### src/rtl/uart_frame_rx_if.sv
// Word stream from the frame parser to the network-loading logic.
interface uart_frame_rx_if #(
    parameter int unsigned WORD_BYTES = 2
);
    logic [8*WORD_BYTES-1:0] word;
    logic                    word_valid;
    logic                    word_ready;

    modport master (output word, output word_valid, input word_ready);
    modport slave  (input word, input word_valid, output word_ready);
endinterface

### src/rtl/uart_frame_rx.sv
// UART frame parser: acks receiver bytes, checks [HEADER][LEN][payload][CHK]
// frames and emits the payload as little-endian words on a valid/ready stream.
module uart_frame_rx #(
    parameter int unsigned WORD_BYTES     = 2,
    parameter logic [7:0]  HEADER         = 8'hA5,
    parameter int unsigned TIMEOUT_CYCLES = 20000
) (
    input  logic            clk,
    input  logic            rst_n,
    input  logic [7:0]      rx_data,
    input  logic            rx_new_value,
    input  logic            rx_error,
    output logic            rx_clear,
    uart_frame_rx_if.master word_if,
    output logic            frame_ok,
    output logic            frame_err,
    output logic [1:0]      err_code,
    output logic            busy
);
    localparam int unsigned TO_W  = 16;
    localparam int unsigned CNT_W = 8;
    localparam int unsigned IDX_W = 2;

    typedef enum logic [2:0] {
        S_IDLE, S_LEN, S_PAYLOAD, S_WORD_OUT, S_CHECK, S_DONE, S_ERR
    } state_e;

    state_e                          state_q, state_d;
    logic [WORD_BYTES-1:0][7:0]      buf_q, buf_d;
    logic [7:0]                      chk_q, chk_d;
    logic [CNT_W-1:0]                n_q, n_d;
    logic [CNT_W-1:0]                word_cnt_q, word_cnt_d;
    logic [IDX_W-1:0]                byte_idx_q, byte_idx_d;
    logic [TO_W-1:0]                 to_q, to_d;
    logic                            rx_clear_q, rx_clear_d;
    logic                            word_valid_q, word_valid_d;
    logic                            frame_ok_q, frame_ok_d;
    logic                            frame_err_q, frame_err_d;
    logic [1:0]                      err_code_q, err_code_d;
    logic                            busy_q, busy_d;

    logic rx_live_c, in_frame_c, err_ack_c, take_c, timeout_c, hs_c, last_byte_c, last_word_c;

    // Qualified receiver events; a pending error wins over a pending byte.
    assign rx_live_c   = (state_q == S_IDLE) || (state_q == S_LEN) ||
                         (state_q == S_PAYLOAD) || (state_q == S_CHECK);
    assign in_frame_c  = (state_q == S_LEN) || (state_q == S_PAYLOAD) || (state_q == S_CHECK);
    assign err_ack_c   = rx_error && !rx_clear_q && (rx_live_c || (state_q == S_WORD_OUT));
    assign take_c      = rx_new_value && !rx_clear_q && rx_live_c && !err_ack_c;
    assign timeout_c   = in_frame_c && !take_c && !err_ack_c &&
                         (to_q == TO_W'(TIMEOUT_CYCLES - 1));
    assign hs_c        = (state_q == S_WORD_OUT) && word_if.word_ready;
    assign last_byte_c = (byte_idx_q == IDX_W'(WORD_BYTES - 1));
    assign last_word_c = (CNT_W'(word_cnt_q + CNT_W'(1)) == n_q);

    // State register.
    always_ff @(posedge clk or negedge rst_n) begin
        if (!rst_n) state_q <= S_IDLE;
        else        state_q <= state_d;
    end

    // Next-state decode.
    always_comb begin
        state_d = state_q;
        case (state_q)
            S_IDLE: begin
                if (take_c && (rx_data == HEADER)) state_d = S_LEN;
            end
            S_LEN: begin
                if (err_ack_c)      state_d = S_ERR;
                else if (take_c)    state_d = (rx_data == 8'd0) ? S_ERR : S_PAYLOAD;
                else if (timeout_c) state_d = S_ERR;
            end
            S_PAYLOAD: begin
                if (err_ack_c)                   state_d = S_ERR;
                else if (take_c && last_byte_c)  state_d = S_WORD_OUT;
                else if (timeout_c)              state_d = S_ERR;
            end
            S_WORD_OUT: begin
                if (err_ack_c) state_d = S_ERR;
                else if (hs_c) state_d = last_word_c ? S_CHECK : S_PAYLOAD;
            end
            S_CHECK: begin
                if (err_ack_c)      state_d = S_ERR;
                else if (take_c)    state_d = (rx_data == chk_q) ? S_DONE : S_ERR;
                else if (timeout_c) state_d = S_ERR;
            end
            S_DONE:  state_d = S_IDLE;
            S_ERR:   state_d = S_IDLE;
            default: state_d = S_IDLE;
        endcase
    end

    // Datapath and registered-output next values.
    always_comb begin
        buf_d        = buf_q;
        chk_d        = chk_q;
        n_d          = n_q;
        word_cnt_d   = word_cnt_q;
        byte_idx_d   = byte_idx_q;
        to_d         = '0;
        rx_clear_d   = take_c || err_ack_c;
        word_valid_d = (state_d == S_WORD_OUT);
        frame_ok_d   = (state_d == S_DONE);
        frame_err_d  = (state_d == S_ERR);
        busy_d       = (state_d != S_IDLE);
        err_code_d   = err_code_q;

        if (state_d == S_ERR) begin
            err_code_d = err_ack_c ? 2'd1 : (timeout_c ? 2'd2 : 2'd3);
        end

        // Inter-byte timer runs only while waiting for frame bytes.
        if (in_frame_c)                 to_d = take_c ? '0 : TO_W'(to_q + TO_W'(1));
        else if (state_q == S_WORD_OUT) to_d = to_q;

        if (take_c && (state_q == S_LEN)) begin
            n_d        = rx_data;
            chk_d      = rx_data;
            byte_idx_d = '0;
            word_cnt_d = '0;
        end

        if (take_c && (state_q == S_PAYLOAD)) begin
            for (int unsigned i = 0; i < WORD_BYTES; i++) begin
                if (byte_idx_q == IDX_W'(i)) buf_d[i] = rx_data;
            end
            chk_d      = chk_q + rx_data;
            byte_idx_d = byte_idx_q + IDX_W'(1);
        end

        if (hs_c && !err_ack_c) begin
            word_cnt_d = word_cnt_q + CNT_W'(1);
            byte_idx_d = '0;
        end
    end

    // Datapath and output registers.
    always_ff @(posedge clk or negedge rst_n) begin
        if (!rst_n) begin
            buf_q        <= '0;
            chk_q        <= '0;
            n_q          <= '0;
            word_cnt_q   <= '0;
            byte_idx_q   <= '0;
            to_q         <= '0;
            rx_clear_q   <= 1'b0;
            word_valid_q <= 1'b0;
            frame_ok_q   <= 1'b0;
            frame_err_q  <= 1'b0;
            err_code_q   <= 2'd0;
            busy_q       <= 1'b0;
        end else begin
            buf_q        <= buf_d;
            chk_q        <= chk_d;
            n_q          <= n_d;
            word_cnt_q   <= word_cnt_d;
            byte_idx_q   <= byte_idx_d;
            to_q         <= to_d;
            rx_clear_q   <= rx_clear_d;
            word_valid_q <= word_valid_d;
            frame_ok_q   <= frame_ok_d;
            frame_err_q  <= frame_err_d;
            err_code_q   <= err_code_d;
            busy_q       <= busy_d;
        end
    end

    assign rx_clear           = rx_clear_q;
    assign word_if.word       = buf_q;
    assign word_if.word_valid = word_valid_q;
    assign frame_ok           = frame_ok_q;
    assign frame_err          = frame_err_q;
    assign err_code           = err_code_q;
    assign busy               = busy_q;
endmodule

### src/flat_wrapper.sv
// flat-port wrapper written by rule: the top's interface ports become plain ports
module uart_frame_rx_flat 
#(
    parameter int unsigned WORD_BYTES     = 2,
    parameter logic [7:0]  HEADER         = 8'hA5,
    parameter int unsigned TIMEOUT_CYCLES = 20000
)
  (clk, rst_n, rx_data, rx_new_value, rx_error, rx_clear, frame_ok, frame_err, err_code, busy, word_if_word, word_if_word_valid, word_if_word_ready);
  uart_frame_rx_if #(.WORD_BYTES(WORD_BYTES)) word_if_i ();
  input  logic clk;
  input  logic rst_n;
  input  logic [7:0] rx_data;
  input  logic rx_new_value;
  input  logic rx_error;
  output logic rx_clear;
  output logic frame_ok;
  output logic frame_err;
  output logic [1:0] err_code;
  output logic busy;
  output wire logic [$bits(word_if_i.word)-1:0] word_if_word;
  output wire logic [$bits(word_if_i.word_valid)-1:0] word_if_word_valid;
  input wire logic [$bits(word_if_i.word_ready)-1:0] word_if_word_ready;
  assign word_if_word = word_if_i.word;
  assign word_if_word_valid = word_if_i.word_valid;
  assign word_if_i.word_ready = word_if_word_ready;
  uart_frame_rx #(.WORD_BYTES(WORD_BYTES), .HEADER(HEADER), .TIMEOUT_CYCLES(TIMEOUT_CYCLES)) u_core (.clk(clk), .rst_n(rst_n), .rx_data(rx_data), .rx_new_value(rx_new_value), .rx_error(rx_error), .rx_clear(rx_clear), .word_if(word_if_i), .frame_ok(frame_ok), .frame_err(frame_err), .err_code(err_code), .busy(busy));
endmodule
### config.mk
export PLATFORM = sky130hd
export DESIGN_NAME = uart_frame_rx_flat
export DESIGN_NICKNAME = d
export VERILOG_FILES = /design/src/rtl/uart_frame_rx_if.sv /design/src/rtl/uart_frame_rx.sv /design/src/flat_wrapper.sv
export SDC_FILE = /design/constraint.sdc
export NUM_CORES = 1
export LEC_CHECK = 0
export CAP_MARGIN = 25
export CORE_MARGIN = 2
export CORE_UTILIZATION = 45
export DETAILED_ROUTE_END_ITERATION = 10
export GPL_TIMING_DRIVEN = 0
export PLACE_DENSITY_LB_ADDON = 0.25
export SETUP_SLACK_MARGIN = 0.3
export SYNTH_ARGS = -nofsm -noshare
export SYNTH_HDL_FRONTEND = slang
export SYNTH_SLANG_ARGS = --single-unit
### constraint.sdc
create_clock -name clk -period 3.65 [get_ports clk]
set_input_delay 0.5475 -clock clk [delete_from_list [all_inputs] [get_ports clk]]
set_output_delay 0.5475 -clock clk [all_outputs]
set_load 0.1 [all_outputs]
==> flow_metrics.py, run 1 <==
metrics = {
    "setup_path": {
        "critPathArrivalTime_ps": 3050,
        "cp_slowest_cell": "clkdlybuf4s50_1",
        "crit_chain": "clkdlybuf4s50_1 -> ha_1 -> a21o_1 -> a21oi_2 -> o21bai_1 -> a2111o_1 -> o211ai_2 -> or3b_1 -> a221o_1",
        "critPathBufInv": 1,
        "crit_fanout": 5,
        "required_ps": 3890,
        "crit_family": "compound AO/OA/AOI/OAI gates",
        "start_kind": "primary input",
        "critical_path_class": "primary input to register",
        "critPathMaxStageDelay_ps": 500,
        "cp-end-kind": "register",
    },
    "grt": {
        "grt_pass1_wl_mm": 14.21,
        "grt_max_degree": 69,
        "grtUsageTotal": 0.2053,
        "grt_pass1_vias": 2947,
        "antenna_found_initial": 0,
        "grt_overflow": 0,
    },
    "power_and_ir_drop": {
        "power_density_mw_per_mm2": 806.4,
        "pwr-share-clk": 0.194,
        "internal_power_mw": 1.843,
        "combPwrFrac": 0.501,
        "power.share.sequential": 0.305,
        "irDropWorstVdd_uv": 734.1,
        "finalPower_mw": 3.534,
        "p_leak_nw": 1.939,
        "swShare": 0.4786,
        "p_sw_mw": 1.691,
    },
    "sta": {
        "max_slew.worst_pin.slew_ps": 988.4,
        "slew_headroom": 0.3390,
        "timing.hold.ws_ps": 304.6,
        "hold_viol": 0,
        "max_freq_mhz": 356.5,
        "fin_crit_ps": 2805,
        "finClkSkew_ps": 11.81,
        "finalCritPeriodShare": 0.7685,
        "setup_violations": 0,
        "drv_slew": 0,
        "rsz0062_at_grt": "no",
    },
    "yosys": {
        "synth_area_leaders": "dfrtp_1 46%, nand2_1 7.2%, mux2_2 4.3%",
        "ys.flop_type": "dfrtp_1",
        "syn_area_mm2": 0.003694,
        "ys_ff_latch": 68,
        "synth_most_common_cell": "nand2_1",
        "syn-mean-instance-area_um2": 9.165,
        "ys_types": 55,
        "syn_nets": 428,
        "ys_seq_area_frac": 0.4607,
        "synth-edff-count": 0,
        "synth_common_cells": "71 x nand2_1, 68 x dfrtp_1, 31 x nor2_1, 31 x o21ai_0, 18 x inv_1",
        "synth_top_area_cell": "dfrtp_1",
        "syn_inst": 403,
        "synth_warnings": 0,
        "async_flop_share": 1.000,
        "synth_top_area_frac": 0.4607,
    },
    "placement": {
        "io_buffers": 34,
        "gp_congestion": 0.8554,
        "dpl_cell_area_mm2": 0.004168,
        "dp_hpwl_mm": 6.073,
    },
    "clock_network": {
        "clock_sinks": 68,
        "cts-root-buf": "clkbuf_8",
        "post_cts_buffers": 0,
        "cts_made_buffers": 9,
        "cts_tree": "built",
        "cts_max_path_buffers": 2,
        "cts.reportedPaths.clkPinSlew_ps": 80,
        "cts-resized-gates": 0,
        "clock_latency_ps": 350,
        "htree_levels": 3,
        "ctsHoldBuffers": 0,
    },
    "detailed_routing": {
        "post_drt_wl_per_cell_um": 15.10,
        "drc_errors": 0,
        "wl_met1_mm": 4.055,
        "dr_wl_met3_um": 485,
        "drt_wl_total_mm": 8.439,
        "dr_total_vias": 3040,
        "ant_nets": 0,
        "drtIter0Drc": 153,
        "met2_length_mm": 3.758,
        "top_layer": "met4",
        "avgViaCountPerCell": 5.438,
        "first_pass_iters": 4,
    },
    "finish": {
        "n_antenna_cell": 0,
        "nNetsFinal": 474,
        "drive_gt1_frac": 0.09471,
        "syn_to_final_growth_pct": 18.67,
        "final_core_util": 0.5416,
        "final_cell_area_mm2": 0.004383,
    },
    "floorplan": {
        "ioPinCount": 36,
        "die_y_um": 94.60,
        "initial_utilization": 0.4564,
        "die_area_mm2": 0.008948,
        "rows": 33,
        "core_area_mm2": 0.008093,
        "fp.dieW_um": 94.60,
    },
    "outcome": {
        "status": "finished clean",
    },
    "worst_hold_path": {
        "hold_path_class": "primary input to asynchronous set/reset pin",
    },
    "job": {
        "maxCapViolations": 0,
    },
}
==> cells in the final DEF (no fill, tap or decap), types with 4 or more instances in the layout <==
| cell type | count |
|---|---|
| clkdlybuf4s50_1 | 33 |
| o21ai_0 | 31 |
| nand3_1 | 15 |
| and2_1 | 4 |
| clkbuf_8 | 9 |
| xnor2_1 | 12 |
| a21oi_1 | 17 |
| ha_1 | 11 |
| nand4_1 | 5 |
| dfrtp_1 | 68 |
| o211ai_1 | 4 |
| and3_1 | 6 |
| inv_1 | 18 |
| nor2_1 | 31 |
| xor2_1 | 12 |
| buf_4 | 4 |
| clkbuf_1 | 5 |
| or3_1 | 4 |
| mux2_2 | 14 |
| nor3_1 | 13 |
| nor2b_1 | 8 |
| nand2_1 | 71 |
==> state kept, by name (all words and copies together) (netlist names) <==
name                       count
u_core.to_q                   16
u_core.word_if.word           16
u_core.chk_q                   8
u_core.n_q                     8
u_core.word_cnt_q              8
u_core.state_q                 3
u_core.byte_idx_q              2
u_core.err_code                2
u_core.busy                    1
u_core.frame_err               1
u_core.frame_ok                1
u_core.rx_clear                1
u_core.word_if.word_valid      1
==> stage by stage <==
stage | instances | setup slack [ps] | setup TNS [ps]
floorplan | 403 | 1197 | 0
global placement | 542 | -345.1 | -23220
detailed placement | 543 | 476.4 | 0
CTS | 559 | 855.6 | 0
global route | 559 | 768.0 | 0
finish | 559 | 845.0 | 0
==> path summary, 6_finish.rpt <==
path,start,slack (ps),cells after the start,to
setup reg to reg,u_core.chk_q[1],1200,8,u_core.chk_q[7]
hold reg to reg,u_core.word_if.word[1],500,2,u_core.word_if.word[1]
max in group asynchronous,rst_n,2760,1,u_core.to_q[4]
setup / recovery,rx_data[1],840,9,u_core.chk_q[7]
min in group clk,u_core.word_if.word[1],500,2,u_core.word_if.word[1]
hold / removal,rst_n,300,1,u_core.word_cnt_q[4]
==> kinds of logic (layout without fill, tap and decap cells) <==
| family | Yosys count | count (layout) | share of synthesized area |
|---|---|---|---|
| flip-flops | 68 | 68 | 0.4607 |
| XOR/XNOR | 24 | 24 | 0.05691 |
| adder cells (fa/ha/maj) | 12 | 12 | 0.04268 |
| multiplexers | 14 | 14 | 0.04268 |
| AO/OA/AOI/OAI | 82 | 82 | 0.1406 |
| buffers and inverters | 28 | 79 | 0.03218 |
| AND/OR/NAND/NOR | 175 | 175 | 0.2243 |
==> final cells by class <==
type / count / area [um^2]
Inverter: 18 / 67.56
Fill cell: 772 / 3710
Clock buffer: 9 / 123.9
Buffer: 10 / 51.30
Timing Repair Buffer: 35 / 342.8
Multi-Input combinational cell: 307 / 1873
Tap cell: 105 / 131.4
Clock inverter: 7 / 91.34
Sequential cell: 68 / 1702
==> power groups by stage <==
| stage | Sequential (mW) | Combinational [mW] | Clock (mW) |
|---|---|---|---|
| 2_1_floorplan | 1.74 | 0.691 | 0 |
| 4_1_cts | 1.08 | 1.78 | 0.698 |
| 5_1_grt | 1.10 | 1.89 | 0.733 |
| 3_5_place_dp | 1.09 | 1.77 | 0 |
| 3_3_place_gp | 1.08 | 1.74 | 0 |
| 6_report | 1.08 | 1.77 | 0.685 |
==> layer usage <==
metal / vias up / track usage
met1: 1455 / 0.2973
met5: - / 0
met3: 9 / 0.04389
met2: 77 / 0.2976
met4: 0 / 0.08816
li1: 1499 / -
Note: power is estimated with default switching activity, not from simulation.
==> inputs of run 2 (changes only) <==
- clock period: 3.65 -> 2.4 ns (I/O delays scaled with it)
==> flow_metrics.py, run 2 (synthesis results as in run 1) <==
metrics = {
    "grt": {
        "antenna_found_initial": 0,
        "grtUsageTotal": 0.2186,
        "grt_pass1_wl_mm": 15.11,
        "grt_overflow": 0,
        "grt_max_degree": 69,
        "grt_pass1_vias": 3124,
    },
    "power_and_ir_drop": {
        "power_density_mw_per_mm2": 1226,
        "p_leak_nw": 2.175,
        "finalPower_mw": 5.889,
        "irDropWorstVdd_uv": 1055,
    },
    "clock_network": {
        "cts.reportedPaths.clkPinSlew_ps": 80,
        "clock_sinks": 68,
        "cts_max_path_buffers": 2,
        "htree_levels": 3,
        "cts_made_buffers": 9,
        "clock_latency_ps": 350,
        "cts_tree": "built",
        "cts-root-buf": "clkbuf_8",
    },
    "sta": {
        "rsz0062_at_grt": "yes",
        "fin_setup_tns_ps": 0,
        "finClkSkew_ps": 11.04,
        "setup_violations": 0,
        "slew_headroom": 0.3529,
        "max_slew.worst_pin.slew_ps": 974.6,
        "finalCritPeriodShare": 0.9522,
        "final.setup.worst_slack_ps": 114.8,
        "drv_slew": 0,
        "max_freq_mhz": 437.6,
        "timing.hold.ws_ps": 122.6,
        "hold_viol": 0,
        "fin_crit_ps": 2285,
    },
    "floorplan": {
        "rows": 33,
        "die_area_mm2": 0.008948,
        "die_y_um": 94.60,
        "core_area_mm2": 0.008093,
        "fp.dieW_um": 94.60,
        "ioPinCount": 36,
        "initial_utilization": 0.4564,
    },
    "setup_path": {
        "critPathMaxStageDelay_ps": 420,
        "crit_fanout": 3,
        "required_ps": 2630,
        "critical_path_class": "register to register",
        "cp-end-kind": "register",
        "start_kind": "register",
        "critPathArrivalTime_ps": 2520,
        "crit_chain": "ha_4 -> a21o_1 -> a21oi_2 -> o21bai_1 -> a2111o_1 -> o211ai_2 -> or3b_1 -> a221o_1",
        "cp_slowest_cell": "dfrtp_1",
    },
    "finish": {
        "fin_cells": 580,
        "nFillCells": 687,
        "final_common_cell": "nand2_1",
        "syn_to_final_growth_pct": 30.01,
        "nNetsFinal": 495,
        "final_cell_area_mm2": 0.004802,
        "drive_gt1_frac": 0.2232,
        "n_antenna_cell": 0,
        "final_core_util": 0.5934,
        "final_cell_mix": "71 x nand2_1, 64 x dfrtp_1, 30 x nor2_1, 29 x o21ai_0, 29 x dlygate4sd2_1",
    },
    "detailed_routing": {
        "post_drt_wl_per_cell_um": 16.27,
        "drt_wl_total_mm": 9.437,
        "avgViaCountPerCell": 5.591,
        "first_pass_iters": 5,
        "dr_total_vias": 3243,
        "drc_errors": 0,
        "drtIter0Drc": 182,
        "ant_nets": 0,
    },
    "placement": {
        "io_buffers": 34,
        "dpl_cell_area_mm2": 0.004169,
        "dpl.cell_count": 542,
        "dpl_worst_slack_ps": -500.2,
        "gp_congestion": 0.8809,
        "dp_hpwl_mm": 6.206,
    },
    "worst_hold_path": {
        "hold_path_class": "primary input to asynchronous set/reset pin",
    },
    "job": {
        "maxCapViolations": 0,
    },
    "outcome": {
        "status": "finished clean",
    },
}
==> run 2: layer usage <==
layer / global-route usage / up-vias / part of all wire
li1: - / 1544 / -
met5: 0 / - / 0
met1: 0.2948 / 1565 / 0.44
met4: 0.09541 / 0 / 0.025
met3: 0.03751 / 22 / 0.049
met2: 0.3476 / 112 / 0.49
==> run 2: report_power, final <==
part	total [mW]	leakage [nW]	internal, mW	switching (mW)
logic	3.06	1.18	0.970	2.09
clock network	1.18	0.122	0.718	0.457
registers	1.65	0.876	1.43	0.223
==> run 2: repair_timing <==
action | 4_1_cts | 5_1_grt
gates resized for setup | 48 | 45
buffers inserted | 9 | 13
pin swaps | 12 | 17
endpoints found under the setup margin | 52 | 47
hold buffers | 0 | 0
==> run 2: critical path, delay by kind of cell, from the launching register on <==
| family | cells | cell delay, ps |
|---|---|---|
| and+or+nand+nor | 1 | 350 |
| DFF | 1 | 420 |
| AOI/OAI and AO/OA | 6 | 1170 |
| adders and majority gates | 1 | 230 |
==> run 2: area by class of cell <==
| cell class | instances | area (um^2) | share of cell area |
|---|---|---|---|
| multi-input combinational | 307 | 2102 | 0.4377 |
| sequential | 68 | 1707 | 0.3554 |
| timing repair buffer | 56 | 481.7 | 0.1003 |
| clock buffer | 10 | 137.6 | 0.02866 |
| tap | 105 | 131.4 | 0.02736 |
| clock inverter | 6 | 111.4 | 0.02319 |
| inverter | 18 | 71.32 | 0.01485 |
| buffer | 10 | 60.06 | 0.01251 |
==> run 2: path summary, 6_finish.rpt <==
kind / startpoint / endpoint / slack (ps) / cells after the start
worst min register to register: u_core.word_if.word[7] / u_core.word_if.word[7] / 480 / 2
max in group asynchronous: rst_n / u_core.rx_clear / 1670 / 1
min in group clk: rx_data[0] / u_core.n_q[0] / 350 / 3
worst max register to register: u_core.chk_q[1] / u_core.chk_q[7] / 110 / 8
worst max-delay path: u_core.chk_q[1] / u_core.chk_q[7] / 110 / 8
worst min-delay path: rst_n / u_core.to_q[15] / 120 / 1
==> RTL change 1, RTL diff (config.mk and constraints of run 2) <==
The localparam `TO_W` goes from 16 to 14.
--- a/src/rtl/uart_frame_rx.sv
+++ b/src/rtl/uart_frame_rx.sv
@@ -19,3 +19,3 @@
 );
-    localparam int unsigned TO_W  = 16;
+    localparam int unsigned TO_W  = 14;
     localparam int unsigned CNT_W = 8;
Formal check against the unedited RTL: same outputs for any inputs over 10 cycles, from zero or initial values and one cycle with rst_n low; that may be too few to reach the edited logic, so the function may still have changed.
==> RTL change 1 against run 2 <==
- critical endpoint is now u_core.busy
- non-clock buffer count down 9
- power down 4.9%
- synthesized area down 0.95%
- sequential cell count down 2
- core utilization down 1.1 points
- via count down 11%
- wire length down 12%
- worst setup slack better by 0.18 ns
- final area down 5.4%
==> RTL change 1: results (changes against run 2) <==
- Synth top cells by count: dfrtp_1 (66), nand2_1 (35), o21ai_0 (28) (was nand2_1 (71), dfrtp_1 (68), nor2_1 (31), o21ai_0 (31), inv_1 (18))
- Dominant cells by area after synthesis: dfrtp_1 (45%), mux2_2 (5.8%), o21ai_0 (3.8%), ha_1 (3.8%), nand2_1 (3.6%) (was dfrtp_1 (46%), nand2_1 (7.2%), mux2_2 (4.3%), o21ai_0 (4.2%), ha_1 (3.7%))
- Mapped Cells: 358 (was 403)
- Sequential area share after synthesis: 45.14% (was 46.07%)
- Drt pass-1 iters: 4 (was 5)
- Crit-path max FO: 7 (was 3)
- Max-cap violations: 0 (unchanged)
- Met2 global-route usage: 31.13% (was 34.76%)
- Static leakage power: 2.043 nW (was 2.175 nW)
- Worst path slowest cell: dfrtp_4 (was dfrtp_1)
- Met1 Use GR: 26.92% (was 29.48%)
- Worst r2r path cells: 7 (was 8)
- Initial antenna violation count: 0 (unchanged)
- DR WL/cell: 15.88 microns (was 16.27 microns)
- Yosys cell types: 70 (was 55)
- Worst R2R Start: u_core.rx_clear (was u_core.chk_q[1])
- Final GP Congestion: 0.8220 (was 0.8809)
- Post-Syn Nets: 383 (was 428)
- Synth warn: 0 (unchanged)
- Max incr delay on CP: 0.49 ns (was 0.42 ns)
- Met3 Usage GRT: 4.494% (was 3.751%)
- Actual slew at the worst max-slew pin: 0.9914 ns (was 0.9746 ns)
- # diodes: 0 (unchanged)
- Peak supply drop: 1.050 mV (was 1.055 mV)
- Placed cell count: 494 (was 542)
- Final non-filler cell total: 522 (was 580)
- Vias: 2,891 (was 3,243)
- Share of cells above drive strength 1: 24.29% (was 22.32%)
- Outcome: completed (unchanged)
- CP top delay family: simple AND/OR/NAND/NOR gates (was compound AO/OA/AOI/OAI gates)
- Number of global-route vias before repair: 2,820 (was 3,124)
- Final Net Count: 440 (was 495)
- Post-Synth XOR/XNOR Area: 5.882% (was 5.691%)
- GR Util All Layers: 19.82% (was 21.86%)
- 1st-iter DRT viols: 112 (was 182)
- Post-synthesis mux area share: 6.122% (was 4.268%)
- Place WS: -0.5415 ns (was -0.5002 ns)
- Worst Setup Path Type: reg -> reg (unchanged)
- Skew final: 0.01519 ns (was 0.01104 ns)
- Compound-Gate Fraction of Synth Area: 15.70% (was 14.06%)
- Post-DP HPWL: 5.640 mm (was 6.206 mm)
- Adder-cell share of the synthesized area: 4.583% (was 4.268%)
- Largest net degree at the start of global routing: 67 (was 69)
- Global-route wire length before repair: 13.66 mm (was 15.11 mm)
[RTL change 1: cell types whose count changed in the layout (fill, tap and decap cells not counted), moves of 4 or more]
| cell | run 2 | this run |
|---|---|---|
| mux2_2 | 14 | 19 |
| dfrtp_2 | 4 | 0 |
| and3_1 | 6 | 2 |
| buf_4 | 22 | 15 |
| a21oi_1 | 14 | 10 |
| nor2_1 | 30 | 24 |
| nor3_2 | 5 | 0 |
| nand2_1 | 71 | 33 |
[RTL change 1: power by group]
group          internal (mW)  switching, mW
Sequential              1.44          0.216
Clock                  0.398          0.431
Combinational          0.973           2.14
[RTL change 1: worst paths after layout]
check / end / slack (ns)
max: u_core.busy / 0.29
min: u_core.to_q[13] / 0.11
max reg2reg: u_core.busy / 0.29
min reg2reg: u_core.chk_q[0] / 0.47
max in group asynchronous: u_core.rx_clear / 1.68
min in group clk: u_core.n_q[7] / 0.42
[RTL change 1: repair_timing]
action / in CTS / in global routing
resized for setup: 39 / 33
buffers inserted: 3 / 9
endpoints found under the setup margin: 53 / 19
pin swaps: 5 / 16
gates cloned: 0 / 0
[RTL change 1: area by class of cell]
cell class | instances | area [sq um]
clock inverters | 5 | 30.03
fillers | 697 | 3263
flip-flops and latches | 66 | 1655
repair buffers | 46 | 394.1
well taps | 102 | 127.6
inverters | 14 | 52.55
plain buffers | 11 | 83.83
multi-input cells | 267 | 2059
clock buffers | 11 | 141.4
[RTL change 1: stage by stage]
step	area, sq um	total power [mW]	TNS, ns
floorplan	3681	4.008	0
global placement	4149	4.619	-86.58
detailed placement	4146	4.672	-3.126
CTS	4365	5.493	0
global route	4544	5.921	0
finish	4544	5.602	0
[RTL change 1: metal layers]
metal | share of wire [%] | up-vias
li1 | - | 1396
met1 | 48 | 1418
met2 | 46 | 63
met3 | 4.3 | 14
met4 | 1.7 | 0
met5 | 0 | -
==> RTL change 2, RTL diff (flow settings as in run 2) <==
Made on the original files. Remove the register `frame_err_q`: a continuous assignment takes its place, so the output `frame_err` follows one clock earlier.
--- a/src/rtl/uart_frame_rx.sv
+++ b/src/rtl/uart_frame_rx.sv
@@ -149,3 +149,2 @@
             frame_ok_q   <= 1'b0;
-            frame_err_q  <= 1'b0;
             err_code_q   <= 2'd0;
@@ -162,3 +161,2 @@
             frame_ok_q   <= frame_ok_d;
-            frame_err_q  <= frame_err_d;
             err_code_q   <= err_code_d;
@@ -167,2 +165,4 @@
     end
+
+    assign frame_err_q = frame_err_d;
 
Formal check against the unedited RTL: not equivalent (Yosys sat finds a counterexample within 4 cycles, from zero or initial values and one cycle with rst_n low).
==> RTL change 2 against run 2 <==
- the run now ends with setup timing left
- synthesized area decreased by 0.68%
- power decreased by 2.1%
- wire length decreased by 3.5%
- sequential cell count decreased by 1
- final area decreased by 1.3%
- global-route usage decreased by 0.72 points
- clock skew decreased by 0.0035 ns
- synthesized cell count decreased by 0.25%
- worst setup slack got worse by 0.41 ns
- critical path type is now reg -> out
- largest cell class unchanged
- largest power group unchanged
==> RTL change 2: results (changes against run 2) <==
- Outcome: complete, but fails checks (was completed)
- Failing checks: setup timing
- Fill count: 644 (was 687)
- Peak supply drop: 0.9559 mV (was 1.055 mV)
- Actual slew at the worst max-slew pin: 0.9953 ns (was 0.9746 ns)
- Post-DP HPWL: 6.015 mm (was 6.206 mm)
- Vias: 3,210 (was 3,243)
- Dominant cells by area after synthesis: dfrtp_1 (46%), nand2_1 (7.3%), mux2_2 (4.3%), o21ai_0 (4.2%), ha_1 (3.8%) (was dfrtp_1 (46%), nand2_1 (7.2%), mux2_2 (4.3%), o21ai_0 (4.2%), ha_1 (3.7%))
- Largest net degree at the start of global routing: 68 (was 69)
- Share of cells above drive strength 1: 23.42% (was 22.32%)
- Comb pwr share: 55.7% (was 52.0%)
- Reg-to-Reg End: u_core.word_cnt_q[3] (was u_core.chk_q[7])
- Post-place instance area: 4190 sq um (was 4169 sq um)
- Compound-Gate Fraction of Synth Area: 14.15% (was 14.06%)
- Worst Setup Slack, final: -0.2980 ns (was 0.1148 ns)
- Sequential share of cell area: 35.58% (was 35.54%)
- Hold slack: 0.1082 ns (was 0.1226 ns)
- Number of global-route vias before repair: 3,075 (was 3,124)
- Final setup vio count: 5 (was 0)
- Final WL: 9.105 mm (was 9.437 mm)
- FF-to-FF setup slack: -0.02 ns (was 0.11 ns)
- Crit-path max FO: 4 (was 3)
- Global-route wire length before repair: 14.70 mm (was 15.11 mm)
- Pwr dens: 1216 nW/um^2 (was 1226 nW/um^2)
- Power Internal: 2.948 mW (was 3.119 mW)
- Seq_cells: 67 (was 68)
- Max incr delay on CP: 0.44 ns (was 0.42 ns)
## RTL change 2: cell families (layout without fill, tap and decap cells)
group,after synthesis,count (layout)
flops,67,67
simple gates,175,175
xor+xnor,24,24
compound gates,82,82
buf+inv,28,100
mux,14,14
fa+ha+maj,12,12
## RTL change 2: timing repair
action | 4_1_cts | 5_1_grt
gates resized for setup | 66 | 29
cloned | 0 | 0
setup endpoints to repair | 42 | 35
pin swaps | 11 | 13
buffers inserted | 13 | 8
## RTL change 2: stage by stage
step	TNS [ns]	worst slack (ns)	std cells	util, %
detailed placement	-7.283	-1.518	539	53.67
global route	-1.360	-0.3585	576	60.72
global placement	-96.64	-1.750	538	53.64
CTS	-0.2870	-0.2870	568	58.75
finish	-0.3499	-0.2980	576	60.72
floorplan	0	0.07192	402	-
## RTL change 2: routing by layer
metal  routed length, microns  GRT usage (%)  share of wire [%]
met5                        0              0                  0
met3                      415          3.852                4.6
met4                      163          9.058                1.8
met1                     4207          28.76                 46
met2                     4318          33.10                 47
